<file path="src/rtl/led_frame_builder.sv">
// rtl/led_frame_builder.sv - double-buffered LED frame builder with row-scan output
module led_frame_builder #(
  parameter int ROWS     = 16,
  parameter int COLS     = 16,
  parameter int X_W      = 4,
  parameter int Y_W      = 4,
  parameter int SCAN_DIV = 1000
) (
  input  logic            clk,
  input  logic            rst,
  input  logic            clr,
  input  logic            in_valid,
  output logic            in_ready,
  input  logic [X_W-1:0]  in_x,
  input  logic [Y_W-1:0]  in_y,
  input  logic            in_mode,
  input  logic            frame_end,
  output logic            swap_pulse,
  output logic [ROWS-1:0] scan_row,
  output logic [COLS-1:0] scan_col,
  output logic [7:0]      oob_cnt
);

  localparam int XI_W  = $clog2(COLS);
  localparam int RI_W  = $clog2(ROWS);
  localparam int DIV_W = $clog2(SCAN_DIV);

  // Matrix limits widened by one bit so the full coordinate is compared (no aliasing).
  localparam logic [X_W:0] COLS_X = (X_W + 1)'(COLS);
  localparam logic [Y_W:0] ROWS_Y = (Y_W + 1)'(ROWS);

  typedef enum logic {
    S_DRAW  = 1'b0,
    S_CLEAR = 1'b1
  } state_t;

  state_t          state_q;
  logic [RI_W-1:0] cnt_q;
  logic            front_sel_q;   // 0: buf0 is displayed, buf1 is drawn into
  logic            in_ready_q;
  logic            swap_q;
  logic [7:0]      oob_q;

  logic [COLS-1:0] buf0_q [ROWS];
  logic [COLS-1:0] buf1_q [ROWS];

  logic [DIV_W-1:0] div_q;
  logic [RI_W-1:0]  row_idx_q;
  logic [RI_W-1:0]  row_idx_d;
  logic [ROWS-1:0]  scan_row_q;
  logic [COLS-1:0]  scan_col_q;

  logic            draw;
  logic            accept;
  logic            in_range;
  logic            pix_we;
  logic [XI_W-1:0] wx;
  logic [RI_W-1:0] wy;
  logic            cur_bit;
  logic            pix_d;

  assign draw     = (state_q == S_DRAW);
  assign accept   = in_valid & draw;
  assign in_range = ({1'b0, in_x} < COLS_X) && ({1'b0, in_y} < ROWS_Y);
  assign wx       = in_x[XI_W-1:0];
  assign wy       = in_y[RI_W-1:0];

  // A pixel landing together with a bare clr would be wiped anyway, so it is dropped;
  // with frame_end it must land so it is part of the published frame.
  assign pix_we   = accept & in_range & (frame_end | ~clr);
  assign cur_bit  = front_sel_q ? buf0_q[wy][wx] : buf1_q[wy][wx];
  assign pix_d    = in_mode ? ~cur_bit : 1'b1;

  assign row_idx_d = (row_idx_q == RI_W'(ROWS - 1)) ? '0 : row_idx_q + RI_W'(1);

  // Back-buffer writes: pixel updates while drawing, one row zeroed per cycle while clearing.
  always_ff @(posedge clk) begin
    if (rst) begin
      for (int r = 0; r < ROWS; r++) begin
        buf0_q[r] <= '0;
        buf1_q[r] <= '0;
      end
    end else if (draw) begin
      if (pix_we) begin
        if (front_sel_q) buf0_q[wy][wx] <= pix_d;
        else             buf1_q[wy][wx] <= pix_d;
      end
    end else begin
      if (front_sel_q) buf0_q[cnt_q] <= '0;
      else             buf1_q[cnt_q] <= '0;
    end
  end

  // Control FSM: DRAW accepts pixels, frame_end swaps, both frame_end and clr enter CLEAR.
  always_ff @(posedge clk) begin
    if (rst) begin
      state_q     <= S_DRAW;
      cnt_q       <= '0;
      front_sel_q <= 1'b0;
      in_ready_q  <= 1'b1;
      swap_q      <= 1'b0;
      oob_q       <= '0;
    end else begin
      swap_q <= 1'b0;
      if (accept && !in_range && oob_q != 8'hFF) begin
        oob_q <= oob_q + 8'd1;
      end
      case (state_q)
        S_DRAW: begin
          if (frame_end) begin
            front_sel_q <= ~front_sel_q;
            swap_q      <= 1'b1;
            state_q     <= S_CLEAR;
            cnt_q       <= '0;
            in_ready_q  <= 1'b0;
          end else if (clr) begin
            state_q     <= S_CLEAR;
            cnt_q       <= '0;
            in_ready_q  <= 1'b0;
          end
        end
        S_CLEAR: begin
          if (cnt_q == RI_W'(ROWS - 1)) begin
            state_q    <= S_DRAW;
            cnt_q      <= '0;
            in_ready_q <= 1'b1;
          end else begin
            cnt_q <= cnt_q + RI_W'(1);
          end
        end
        default: begin
          state_q    <= S_DRAW;
          cnt_q      <= '0;
          in_ready_q <= 1'b1;
        end
      endcase
    end
  end

  // Row scanner: advance one row every SCAN_DIV cycles and latch that row of the front buffer.
  always_ff @(posedge clk) begin
    if (rst) begin
      div_q      <= '0;
      row_idx_q  <= '0;
      scan_row_q <= ROWS'(1);
      scan_col_q <= '0;
    end else begin
      scan_col_q <= front_sel_q ? buf1_q[row_idx_q] : buf0_q[row_idx_q];
      if (div_q == DIV_W'(SCAN_DIV - 1)) begin
        div_q      <= '0;
        row_idx_q  <= row_idx_d;
        scan_row_q <= ROWS'(1) << row_idx_d;
      end else begin
        div_q <= div_q + DIV_W'(1);
      end
    end
  end

  assign in_ready   = in_ready_q;
  assign swap_pulse = swap_q;
  assign scan_row   = scan_row_q;
  assign scan_col   = scan_col_q;
  assign oob_cnt    = oob_q;

endmodule
</file>
<file path="config.mk">
export PLATFORM = sky130hd
export DESIGN_NAME = led_frame_builder
export DESIGN_NICKNAME = d
export VERILOG_FILES = /design/src/rtl/led_frame_builder.sv
export SDC_FILE = /design/constraint.sdc
export NUM_CORES = 1
export LEC_CHECK = 0
export ABC_AREA = 0
export BUFFER_PORTS_ARGS = -buffer_cell sky130_fd_sc_hd__buf_2
export CAP_MARGIN = 5
export CORE_MARGIN = 5
export CORE_UTILIZATION = 45
export DETAILED_ROUTE_END_ITERATION = 8
export GPL_ROUTABILITY_DRIVEN = 0
export PLACE_DENSITY = 0.67
export SLEW_MARGIN = 20
export SYNTH_ARGS = -nofsm -noshare
export SYNTH_HDL_FRONTEND = slang
export SYNTH_SLANG_ARGS = --single-unit
</file>
<file path="constraint.sdc">
create_clock -name clk -period 4.3 [get_ports clk]
set_input_delay 0.86 -clock clk [delete_from_list [all_inputs] [get_ports clk]]
set_output_delay 0.86 -clock clk [all_outputs]
set_load 0.005 [all_outputs]
</file>
-- Word-level counts from Yosys, hierarchy flattened
Memories as Yosys holds them, arrays and structs flattened. A register that Yosys moved wholly into a read port is not among the register bits.
Index checks and enable logic that the tools add are counted.
- register bits: 54
- RAM bits: 512
- bits of input ports: 14
- output and inout bits: 42
- logic and storage cells: 95
- memories: 2
- memory list (name ; words ; width ; read ports ; clocked after memory_dff ; wr ports ; RTL line ; RTL):
    buf0_q ; 16 ; 16 ; 2 ; 1 ; 16 ; 44 ; logic [COLS-1:0] buf0_q [ROWS];
    buf1_q ; 16 ; 16 ; 2 ; 1 ; 16 ; 45 ; logic [COLS-1:0] buf1_q [ROWS];
- $add $sub $neg: 3
- magnitude comparators: 2
- equal/unequal tests: 5
- shifts and indexed selects: 1
- multiplexer cells: 57
- bitwise operators: 7
- reductions and logical operators: 9
- operators with widths (cell ; count):
    2-to-1 mux 16 bit ; 11
    OR reduction 16 bit ; 4
    2-to-1 mux 4 bit ; 12
    2-to-1 mux 1 bit ; 28
    left shift 1 x 4 -> 16 bit (first input constant) ; 1
    adder 10 x 1 -> 10 bit (second input constant) ; 1
    == test 10 bit (second input constant) ; 1
    adder 4 x 1 -> 4 bit (second input constant) ; 2
    binary-select mux 1 bit (select 4 bit) ; 2
    == test 4 bit (second input constant) ; 2
    case mux 4 bit (2 select lines) ; 1
    < comparator 4 x 5 -> 1 bit (second input constant) ; 1
    demux 1 bit (select 4 bit) ; 1
    greater-or-equal comparator 4 x 1 -> 1 bit (second input constant) ; 1
    inverter 1 bit ; 4
    case mux 1 bit (2 select lines) ; 2
    AND reduction 2 bit ; 2
    OR reduction 2 bit ; 2
    inequality test 3 bit (second input constant) ; 1
    bitwise AND 1 bit ; 2
    inequality test 2 x 1 -> 1 bit (second input constant) ; 1
    logical AND 1 bit ; 1
    OR 1 bit ; 1

-- Depth between registers and ports, before layout
- word-level depth: 10
- depth in mapped cells: 15
- gate-level depth less buffers: 8

-- Worst setup path after synthesis
Ideal clock, no wire load.
- path kind: input to register
- start: input in_y[0]
- end: memory buf1_q[7][13], data pin
- library setup time: 0.160 ns
- arrival: 3.500 ns
- required time: 4.140 ns
- path slack: 0.640 ns
- stages on the path: 13
- path buffers: 7
- cell sequence: buf_6 buf_6 buf_4 buf_6 buf_2 mux2_2 o21ai_0 a21oi_1 o41ai_1 a32oi_2 buf_4 buf_4 nor3_1
- RTL lines (item ; RTL line ; RTL):
    start: declaration ; 15 ; input logic [Y_W-1:0] in_y,
    end: declaration ; 45 ;

==> results.py <==
metrics = {
    "power": {
        "pwr-share-comb": 0.145,
        "p_sw_mw": 3.72,
        "power.density_nw_per_um2": 361,
        "p_seq_frac": 0.453,
        "power_leakage_nw": 13.9,
        "peakVddDrop_uv": 339,
        "p_int_mw": 10.3,
        "sw_frac_of_total": 0.266,
        "p_clk_frac": 0.402,
    },
    "detailed_routing": {
        "antenna_left": 0,
        "drc": 0,
        "first_pass_iters": 6,
        "routedWlPerCell_um": 31.1,
        "drt_iter0_markers": 4099,
        "via_per_inst": 6.97,
        "wl_mm": 122,
        "vias": 27200,
    },
    "global_route": {
        "grt_pass1_wl_mm": 177,
        "antenna_found_initial": 3,
        "grt_pass1_vias": 26600,
        "grt_overflow": 0,
        "grt_max_degree": 200,
        "grt_use_total": 0.288,
    },
    "worst_setup_path": {
        "worstSetupStartpoint": "in_y[3]",
        "reg2reg_from": "state_q",
        "path_max_fanout": 51,
        "worstPathArrival_ns": 4.37,
        "path_class": "in2reg",
        "setup.worst_path.start_class": "primary input",
        "cp_data_required_time_ns": 4.73,
        "endpoint_kind": "flop",
    },
    "floorplan": {
        "die_w_um": 287,
        "start_util": 0.454,
        "die_h_um": 287,
        "num_rows": 101,
        "ios": 56,
        "core_sq_um": 75900,
        "dieArea_sq_um": 82300,
    },
    "clock_tree": {
        "cts_tree": "done",
        "cts_hold_buf": 0,
        "postCtsResizedCells": 0,
        "htree_num_levels": 2,
        "cts.clk_slew.worst_paths_ns": 0.06,
        "cts_num_sinks": 570,
        "cts-buffers-inserted": 61,
        "post-cts-setup-buffers": 0,
        "cts_root_buffer": "clkbuf_16",
        "clockBufferDepth": 3,
        "clock_latency_ns": 0.65,
    },
    "logic_synthesis": {
        "ys_top_cells_by_count": "527 x nor3_1, 512 x edfxtp_1, 304 x a21o_1",
        "synth_edf_count": 512,
        "postSynthCellCount": 2848,
        "async_flop_share": 0,
        "synth_area_sq_um": 34500,
        "synth_top_area_share": 0.446,
        "synthFlopType": "edfxtp_1",
        "synth-seq-area-share": 0.479,
        "yosysWarnings": 0,
        "synthMostInstantiatedCell": "nor3_1",
        "synth_area_leaders": "edfxtp_1 45%, mux4_2 18%, nor3_1 7.6%",
        "yosys_register_bits": 570,
        "ys_types": 62,
        "syn_area_per_cell_sq_um": 12.1,
        "synth_top_cell_by_area": "edfxtp_1",
    },
    "sta": {
        "relSlewSlack": 0.197,
        "finalHoldViolations": 0,
        "whs_ns": 0.464,
        "fin_ws_ns": 0.359,
        "drv_slew": 0,
        "fin_crit_ns": 3.94,
        "grt_setup_unrepaired": "false",
        "timing.fmax_mhz": 254,
        "setup_viol": 0,
        "worst_slew_pin_slew_ns": 1.20,
        "finClkSkew_ns": 0.0321,
        "period_share": 0.916,
    },
    "hold_path": {
        "min_from": "div_q[0]",
        "min_path_type": "reg2reg",
    },
    "run_status": {
        "status": "completed",
    },
    "finish": {
        "nNetsFinal": 2837,
        "drive_gt1_frac": 0.256,
        "final.fill_count": 6365,
        "multiInputGateArea_sq_um": 16300,
        "register_area_sq_um": 16500,
        "area_delta_synth_final_pct": 12.4,
    },
    "placement": {
        "port_buffers": 47,
        "hpwl_mm": 76.9,
        "dp_slack_ns": -0.0758,
    },
    "flow_run": {
        "cap_violations": 0,
    },
}
cell families after synthesis:
logic type	synth area share
xor gates and xnor gates	0.00279
buffers and inverters	0.0557
and+or+nand+nor	0.115
muxes	0.197
DFF	0.479
other	0.000109
AOI/OAI and AO/OA	0.148
adders and majority gates	0.00254
cell usage in the layout, fill, tap and decap left out, types with 6 or more instances in the layout:
| master | n |
|---|---|
| clkbuf_8 | 12 |
| nand3_1 | 24 |
| buf_4 | 210 |
| ha_1 | 7 |
| edfxtp_1 | 512 |
| dfxtp_1 | 54 |
| clkbuf_16 | 66 |
| nand2b_1 | 17 |
| xor2_1 | 6 |
| a211oi_1 | 8 |
| mux4_2 | 274 |
| o21ai_1 | 16 |
| a21oi_2 | 12 |
| a21oi_1 | 34 |
| buf_12 | 33 |
| nor2_2 | 16 |
| clkbuf_1 | 9 |
| buf_2 | 44 |
| nor2_1 | 87 |
| mux2i_1 | 42 |
| a21oi_4 | 6 |
| o22ai_1 | 11 |
| mux2_2 | 17 |
| o21bai_1 | 208 |
| clkbuf_4 | 6 |
| nand2_1 | 78 |
| o21ai_0 | 35 |
| a2111oi_0 | 9 |
| a31oi_1 | 14 |
| conb_1 | 8 |
| nor2b_1 | 32 |
| a22oi_1 | 34 |
| nor3_1 | 527 |
| a21o_1 | 304 |
| clkinv_2 | 14 |
area by class of cell:
type / count / share of cell area
sequential: 570 / 0.426
clock buffer: 92 / 0.0485
clock inverter: 24 / 0.00674
multi-input combinational: 1886 / 0.420
inverter: 6 / 0.000580
antenna: 3 / 0.000193
timing repair buffer: 291 / 0.0647
tap: 1030 / 0.0332
metal layers:
metal  routed length (um)  GRT usage  share of wire  up-vias
met5                   65    0.00536        0.00053        -
met4                 8270      0.145          0.068        2
met3                18300     0.0891           0.15      512
met2                53200      0.434           0.44     2227
met1                41700      0.378           0.34    13400
li1                     -          -              -    11100
worst paths after layout:
check,endpoint,slack (ns),depth (start not counted)
worst max register to register,buf0_q[0][3],0.75,6
worst min register to register,div_q[0],0.46,1
worst min-delay path,div_q[0],0.46,1
worst max-delay path,buf1_q[6][8],0.36,12
sequential cells by signal (all words and copies together) (netlist names), named ones only:
name and flops:
cnt_q 4, div_q 10, state_q 1, scan_row 16
swap_pulse 1, row_idx_q 4, buf1_q 256, buf0_q 256
scan_col 16, in_ready 1, front_sel_q 1
critical path, stage by stage:
cell,delay (ns)
buf_2,0.57
nand2b_1,0.38
a2111oi_0,0.61
nor4_1,0.15
o21ai_0,0.19
a21oi_1,0.08
a2111oi_1,0.54
buf_4,0.21
a32oi_4,0.07
buf_12,0.23
buf_12,0.20
nor3_1,0.23
power by group through the flow:
stage          Combinational (mW)  Clock (mW)  Sequential (mW)
2_1_floorplan                1.33           0             6.41
3_3_place_gp                 1.90           0             6.44
3_5_place_dp                 1.95           0             6.46
4_1_cts                      1.96        5.64             6.34
5_1_grt                      2.09        5.88             6.37
6_report                     2.02        5.63             6.35
metrics by stage:
stage | cells | power [mW] | utilization | area [sq um] | TNS, ns
after floorplan | 2855 | 7.74 | - | 34500 | 0
after global placement | 3783 | 8.34 | 0.481 | 36600 | -1.47
after detailed placement | 3783 | 8.41 | 0.482 | 36600 | -0.357
after CTS | 3899 | 13.9 | 0.510 | 38700 | 0
after global routing | 3899 | 14.3 | 0.511 | 38800 | 0
final | 3902 | 14.0 | 0.511 | 38800 | 0
Power figures use the tool's default switching activity.
